### config.mk
export PLATFORM = sky130hd
export DESIGN_NAME = alu_input_sequencer
export DESIGN_NICKNAME = d
export VERILOG_FILES = /design/src/rtl/alu_pkg.sv /design/src/rtl/key_debouncer.sv /design/src/rtl/alu_input_sequencer.sv
export SDC_FILE = /design/constraint.sdc
export NUM_CORES = 1
export LEC_CHECK = 0
export CAP_MARGIN = 0
export CORE_UTILIZATION = 45
export DETAILED_ROUTE_END_ITERATION = 10
export HOLD_SLACK_MARGIN = 0.02
export PLACE_DENSITY = 0.87
export RECOVER_POWER = 100
export SLEW_MARGIN = 20
export SYNTH_ARGS = -nofsm -noshare
export SYNTH_HDL_FRONTEND = slang
export SYNTH_SLANG_ARGS = --single-unit
### constraint.sdc
create_clock -name CLK -period 1.9 [get_ports CLK]
set_input_delay 0.38 -clock CLK [delete_from_list [all_inputs] [get_ports CLK]]
set_output_delay 0.38 -clock CLK [all_outputs]
set_load 0.01 [all_outputs]
### src/rtl/alu_pkg.sv
// Shared types and constants for the ALU front-end: FSM state encoding,
// datapath widths and the captured-flags layout.
package alu_pkg;

  localparam int unsigned DATA_W  = 8;
  localparam int unsigned OP_W    = 3;
  localparam int unsigned FLAG_W  = 4;
  localparam int unsigned STATE_W = 3;

  localparam int unsigned FLAG_C = 3;
  localparam int unsigned FLAG_V = 2;
  localparam int unsigned FLAG_N = 1;
  localparam int unsigned FLAG_Z = 0;

  typedef enum logic [STATE_W-1:0] {
    S_LOAD_A  = 3'd0,
    S_LOAD_B  = 3'd1,
    S_LOAD_OP = 3'd2,
    S_EXEC    = 3'd3,
    S_SHOW    = 3'd4
  } state_t;

  // Field order matches the FLAGS bus: bit 3 = C down to bit 0 = Z.
  typedef struct packed {
    logic c;
    logic v;
    logic n;
    logic z;
  } flags_t;

endpackage

### src/rtl/key_debouncer.sv
// Pushbutton conditioner: 2-flop synchronizer, stability counter and a
// one-cycle press pulse on a debounced high-to-low transition.
module key_debouncer #(
  parameter int unsigned DEBOUNCE_CYCLES = 500000
) (
  input  logic clk,
  input  logic rst,
  input  logic key_l,
  output logic press
);

  localparam int unsigned CNT_W = $clog2(DEBOUNCE_CYCLES) + 1;
  localparam logic [CNT_W-1:0] CNT_MAX = CNT_W'(DEBOUNCE_CYCLES - 1);

  logic             sync1;
  logic             synced;
  logic             stable;
  logic             stable_d;
  logic [CNT_W-1:0] cnt;

  // A level is accepted only after it differs from 'stable' for DEBOUNCE_CYCLES samples.
  always_ff @(posedge clk or posedge rst) begin
    if (rst) begin
      sync1    <= 1'b1;
      synced   <= 1'b1;
      stable   <= 1'b1;
      stable_d <= 1'b1;
      cnt      <= '0;
      press    <= 1'b0;
    end else begin
      sync1    <= key_l;
      synced   <= sync1;
      stable_d <= stable;
      press    <= stable_d & ~stable;
      if (synced != stable) begin
        if (cnt == CNT_MAX) begin
          stable <= synced;
          cnt    <= '0;
        end else begin
          cnt <= cnt + CNT_W'(1);
        end
      end else begin
        cnt <= '0;
      end
    end
  end

endmodule

### src/rtl/alu_input_sequencer.sv
// Step-by-step ALU front-end: loads A, B and OP from the switches on
// successive key presses, then captures the ALU result and flags.
module alu_input_sequencer
  import alu_pkg::*;
#(
  parameter int unsigned DEBOUNCE_CYCLES = 500000
) (
  input  logic                CLK,
  input  logic                RESET,
  input  logic [DATA_W-1:0]   SW,
  input  logic                KEY_L,
  output logic [DATA_W-1:0]   A,
  output logic [DATA_W-1:0]   B,
  output logic [OP_W-1:0]     OP,
  input  logic [DATA_W-1:0]   Y_IN,
  input  logic                C_IN,
  input  logic                V_IN,
  input  logic                N_IN,
  input  logic                Z_IN,
  output logic [DATA_W-1:0]   RESULT,
  output logic [FLAG_W-1:0]   FLAGS,
  output logic [STATE_W-1:0]  STATE,
  output logic                VALID
);

  state_t state_q;
  state_t state_d;
  logic   press;
  logic   load_a_c;
  logic   load_b_c;
  logic   load_op_c;
  logic   capture_c;
  logic   clr_valid_c;
  flags_t flags_in_c;

  key_debouncer #(
    .DEBOUNCE_CYCLES(DEBOUNCE_CYCLES)
  ) u_key (
    .clk  (CLK),
    .rst  (RESET),
    .key_l(KEY_L),
    .press(press)
  );

  always_ff @(posedge CLK or posedge RESET) begin
    if (RESET) state_q <= S_LOAD_A;
    else       state_q <= state_d;
  end

  // Only the press pulse advances the load states; EXEC always falls through.
  always_comb begin
    state_d = S_LOAD_A;
    case (state_q)
      S_LOAD_A:  state_d = press ? S_LOAD_B  : S_LOAD_A;
      S_LOAD_B:  state_d = press ? S_LOAD_OP : S_LOAD_B;
      S_LOAD_OP: state_d = press ? S_EXEC    : S_LOAD_OP;
      S_EXEC:    state_d = S_SHOW;
      S_SHOW:    state_d = press ? S_LOAD_A  : S_SHOW;
      default:   state_d = S_LOAD_A;
    endcase
  end

  always_comb begin
    load_a_c    = 1'b0;
    load_b_c    = 1'b0;
    load_op_c   = 1'b0;
    capture_c   = 1'b0;
    clr_valid_c = 1'b0;
    case (state_q)
      S_LOAD_A: begin
        load_a_c    = press;
        clr_valid_c = 1'b1;
      end
      S_LOAD_B:  load_b_c    = press;
      S_LOAD_OP: load_op_c   = press;
      S_EXEC:    capture_c   = 1'b1;
      S_SHOW:    clr_valid_c = press;
      default:   clr_valid_c = 1'b1;
    endcase
  end

  assign flags_in_c = '{c: C_IN, v: V_IN, n: N_IN, z: Z_IN};

  // Operand and result registers; RESULT is kept on wrap and flagged stale by VALID.
  always_ff @(posedge CLK or posedge RESET) begin
    if (RESET) begin
      A      <= '0;
      B      <= '0;
      OP     <= '0;
      RESULT <= '0;
      FLAGS  <= '0;
      VALID  <= 1'b0;
    end else begin
      if (load_a_c)  A  <= SW;
      if (load_b_c)  B  <= SW;
      if (load_op_c) OP <= SW[OP_W-1:0];
      if (capture_c) begin
        RESULT <= Y_IN;
        FLAGS  <= flags_in_c;
        VALID  <= 1'b1;
      end else if (clr_valid_c) begin
        VALID <= 1'b0;
      end
    end
  end

  assign STATE = state_q;

endmodule
Word level (Yosys, flattened, before mapping):

Cells that the tools add are included.

* word-level logic and storage cells: 40
* flip-flop bits (word level): 60
* input bits: 23
* output and inout bits: 35

* equal/unequal tests: 6
* add/sub/neg operators: 1
* reductions and logical operators: 4
* mux-type cells: 14
* bitwise logic cells: 2

Operator list (number)
* $mux W20: 2
* $add A20 B1 Y20 const B: 1
* $eq A20 B19 Y1 const B: 1
* $pmux W3 S5: 1
* $mux W1: 8
* $eq A3 B2 Y1 const B: 2
* $eq A3 B1 Y1 const B: 1
* $eq A3 B3 Y1 const B: 1
* $logic_not A3 Y1: 1
* $mux W3: 1
* $reduce_or A3 Y1: 1
* $mux W2: 1
* $pmux W1 S2: 1
* $reduce_and A2 Y1: 1
* $reduce_bool A2 Y1: 1
* $and A1 B1 Y1: 1
* $ne A1 B1 Y1: 1
* $not A1 Y1: 1

Logic depth before layout (Yosys ltp):

* depth after elaboration: 5
* depth in mapped cells: 5
* depth with buffers taken out: 5

Hierarchy:

From an unflattened synthesis, not the netlist that was laid out.

* cell total of the unflattened synthesis: 202
* area total of the unflattened synthesis: 2597.5 um^2

By module, submodules not included
* alu_input_sequencer: cells an instance 87, area each 1383.8 um^2, instances 1, sequential area each 875.8 um^2
* key_debouncer: cells an instance 115, area each 1213.7 um^2, instances 1, sequential area each 630.6 um^2

Least setup slack after synthesis:

Ideal clock, no wire load.

* path type: reg-to-reg
* from: register u_key.cnt[0]
* to: register u_key.cnt[13]
* period minus slack after synthesis: 1.809 ns
* setup time: 0.119 ns
* setup slack: 0.091 ns
* arrival: 1.690 ns
* path buffers: 1
* cell stages (with the launch flop): 6
* required time: 1.781 ns
* path through: dfrtp_1 > ha_1 > nand4_2 > o41ai_4 > buf_4 > nor2_1

* word-level cells in the longest chain between the ends: 3
* elaborated cells between the ends (all ways): 4
* those cells by class: add/sub (1); eq/ne (1); mux (2)

RTL lines
* start, declared: line key_debouncer.sv:19 `logic [CNT_W-1:0] cnt;`
* start signal, assigned: line key_debouncer.sv:40 `cnt <= cnt + CNT_W'(1);`
* $add A20 B1 Y20 / $eq A20 B19 Y1 (equally long branches): line key_debouncer.sv:40, key_debouncer.sv:36
* $mux W20 *: line key_debouncer.sv:36 `if (cnt == CNT_MAX) begin`
* $mux W20 *: line key_debouncer.sv:35 `if (synced != stable) begin`

Mark *: on every way between the ends. The rest lies on a longest branch, timed or not.
A chain may end at the register's enable or synchronous reset.

Worst setup path after layout:

* from: register state_q[0], in the netlist STATE[0]
* to: output STATE[0]

RTL lines
* start, declared: line alu_input_sequencer.sv:26 `state_t state_q;`
* start signal, assigned: line alu_input_sequencer.sv:47 `else state_q <= state_d;`
* end, declared: line alu_input_sequencer.sv:22 `output logic [STATE_W-1:0] STATE,`

No word-level cell between the ends.

==> key figures <==
Cells and area
  • Area grow syn2layout: 33.8%
  • Antenna diodes: 0
  • Nets: 294
  • Multi-input gate area: 988 µm²
  • Layout cell share with drive strength beyond 1: 22.2%
  • Filler cells: 428
  • Sequential cell area: 0.00151 mm²

Logic synthesis
  • Async set-reset flop share out of synthesis: 100%
  • Synth cell count leaders: dfrtp_1, mux2_2, nor2_1, xnor2_1
  • Synthesized Nets: 223
  • Number of synthesized flops with an enable pin: 0
  • Top-count cell post-synth: dfrtp_1
  • Synth Instances: 199
  • Post-synthesis mux area share: 14.5%
  • Simple-gate share of the synthesized area: 14.9%
  • Synth Area in Compound Gates: 4.06%
  • Synth Register Bits: 60
  • Library cells used by synthesis: 40
  • Avg Cell Area, Syn: 12.9 µm²
  • Sequential share of the synthesized area: 58.8%
  • Share of the synthesized area in the top cell type: 54.7%
  • Synth area leaders: dfrtp_1, mux2_2, dfstp_2
  • Largest family of logic cells by synthesized area: simple AND/OR/NAND/NOR gates
  • Mapped Area: 0.00256 mm²
  • Yosys top cell by area: dfrtp_1
  • Synth Area in XOR/XNOR: 5.13%
  • Yosys warns: 0
  • Post-synth top flop: dfrtp_1
  • Adder and majority cell fraction of the synthesized area: 0.489%

Floorplan
  • IO Pins: 58
  • Core ar.: 0.00551 mm²
  • Die area: 0.00599 mm²
  • Row cnt: 27
  • Die Width: 77.4 µm
  • Die H: 77.4 µm
  • Initial core utilization: 46.5%

CTS
  • TritonCTS clock tree: yes
  • CTS clk-pin slew, worst paths: 0.07 ns
  • Post-CTS setup repair buffer count: 0
  • Post-cts sizing count: 0
  • Clk root buf: clkbuf_8
  • Num CTS Buffers: 9
  • Clk_lat worst skew: 0.33 ns
  • CTS H-tree lvls: 3
  • Maximum buffer depth of the clock tree: 2
  • CTS Sinks: 60
  • # hold bufs at CTS: 0

Route
  • Vias per cell: 5.14
  • Starting DRT DRC Count: 92
  • Routed len/inst: 13.7 µm
  • Via count: 1,784
  • Initial DRT Pass Iterations: 4
  • Routed Antenna Nets: 0
  • Drt drc: 0
  • Final WL: 4770 µm

Timing
  • Final Skew: 0.00880 ns
  • Final Hold Viols: 0
  • Tightest Pin Transition: 1.27 ns
  • Final worst path period share: 95.3%
  • Setup TNS: 0 ns
  • FMAX: 552 MHz
  • Fin crit period: 1.81 ns
  • WHS: 0.366 ns
  • Final worst slack: 0.0891 ns
  • Slew HR: 15.5%
  • Unrepaired setup endpoints after global routing: no
  • Max Slew Vio Count: 0
  • Final setup viols: 0

Min path
  • Hold Startpoint: u_key.sync1
  • Hold depth: 0
  • Worst min path class: flop to flop
  • WHS Endpoint: u_key.synced

Critical path
  • Worst R2R Setup Slack: 0.14 ns
  • Reg2reg start: u_key.cnt[8]
  • Arrival time worst endpoint: 1.43 ns
  • Crit path max-delay family: buffers and inverters
  • Startpoint types: flop
  • Crit-path max FO: 10
  • Bufs and invs on worst path: 1
  • RR Endpoint: u_key.cnt[19]
  • Crit-path cells: clkdlybuf4s50_1
  • Largest stage delay on the critical path: 0.60 ns
  • Worst Reg-to-Reg Cells: 4
  • Critical path's slowest cell: clkdlybuf4s50_1
  • Setup Crit Path Kind: flop to output port
  • CP endpoint kind: output port
  • CP required: 1.52 ns

Placement
  • Global placer's final weighted congestion: 0.898
  • HPWL Detailed: 3410 µm
  • Pre-CTS setup slack: 0.142 ns
  • Port Buffers: 57

GRT
  • GRT Overall Usage: 17.8%
  • Antenna violations before repair: 0
  • Largest net degree at the start of global routing: 61
  • First-pass GRT wire length: 8240 µm
  • Total grt overflow: 0
  • Vias in the first global route: 1,824

Power and ir drop
  • Peak VDD IR: 0.504 mV
  • P_leak: 1.55 nW
  • PwrDens: 744 mW/mm²
  • Final Power: 0.00255 W

Status
  • Status: complete, no violations

Flow run
  • MaxCap Viol Count: 0
[logic make-up (layout without fill, tap and decap cells)]
| logic type | count (synthesis) | after routing |
|---|---|---|
| multiplexers | 33 | 33 |
| buffers and inverters | 13 | 89 |
| AO/OA/AOI/OAI | 13 | 13 |
| flip-flops | 60 | 60 |
| AND/OR/NAND/NOR | 64 | 64 |
| XOR/XNOR | 15 | 15 |
| adder cells (fa/ha/maj) | 1 | 1 |
[per-stage QoR]
step | utilization (%) | cell area [µm²] | std cells
floorplan | - | 2560 | 199
global placement | 59.4 | 3270 | 331
detailed placement | 59.4 | 3270 | 331
CTS | 62.9 | 3460 | 347
global route | 62.2 | 3430 | 347
finish | 62.2 | 3430 | 347
[worst max-delay path by stage]
stage / startpoint / end / cells after the start
after floorplan: RESET / A[0] / 1
final: STATE[0] / STATE[0] / 1
after detailed placement: u_key.cnt[0] / u_key.stable / 4
after global routing: u_key.cnt[0] / u_key.cnt[5] / 5
after CTS: STATE[0] / STATE[0] / 1
after global placement: u_key.cnt[8] / u_key.cnt[19] / 4
[power breakdown]
| group | switching [W] | internal (W) |
|---|---|---|
| Combinational | 0.0000591 | 0.0000753 |
| Sequential | 0.0000130 | 0.00130 |
| Clock | 0.000462 | 0.000640 |
[layout by cell type (no fill, tap or decap), types with 2 or more instances in the layout]
| master | count |
|---|---|
| xor2_1 | 5 |
| clkinv_2 | 2 |
| nor3_1 | 3 |
| inv_1 | 7 |
| dfstp_2 | 3 |
| dfrtp_1 | 56 |
| clkbuf_8 | 10 |
| nand4_1 | 8 |
| xnor2_1 | 10 |
| dlygate4sd3_1 | 33 |
| clkdlybuf4s50_1 | 24 |
| buf_4 | 4 |
| nand3b_1 | 3 |
| nor2_1 | 21 |
| o31ai_1 | 2 |
| mux2_2 | 31 |
| nand2_1 | 5 |
| nand3_1 | 5 |
| or3_1 | 2 |
| a21oi_1 | 5 |
| clkbuf_1 | 5 |
| nor4_1 | 4 |
[cell type report]
cell class	count	share of cell area, %
clock buffer	12	4.24
clock inverter	4	1.42
inverter	8	0.877
multi-input combinational	126	28.9
sequential	60	44.0
tap	72	2.63
timing repair buffer	65	18.0
[layer usage]
| layer | up-vias | routed length [µm] | track usage, % |
|---|---|---|---|
| met3 | 7 | 291 | 6.71 |
| met5 | - | 0 | 0 |
| met1 | 871 | 2060 | 21.1 |
| met4 | 0 | 51 | 6.23 |
| met2 | 53 | 2370 | 29.7 |
| li1 | 853 | - | - |
[sequential cells by signal, indices dropped and copies added, names as in the netlist]
signal / cells
u_key.cnt: 20
A: 8
B: 8
RESULT: 8
FLAGS: 4
OP: 3
STATE: 3
VALID: 1
u_key.press: 1
u_key.stable: 1
u_key.stable_d: 1
u_key.sync1: 1
u_key.synced: 1
Note: power is estimated with default switching activity, not from simulation.
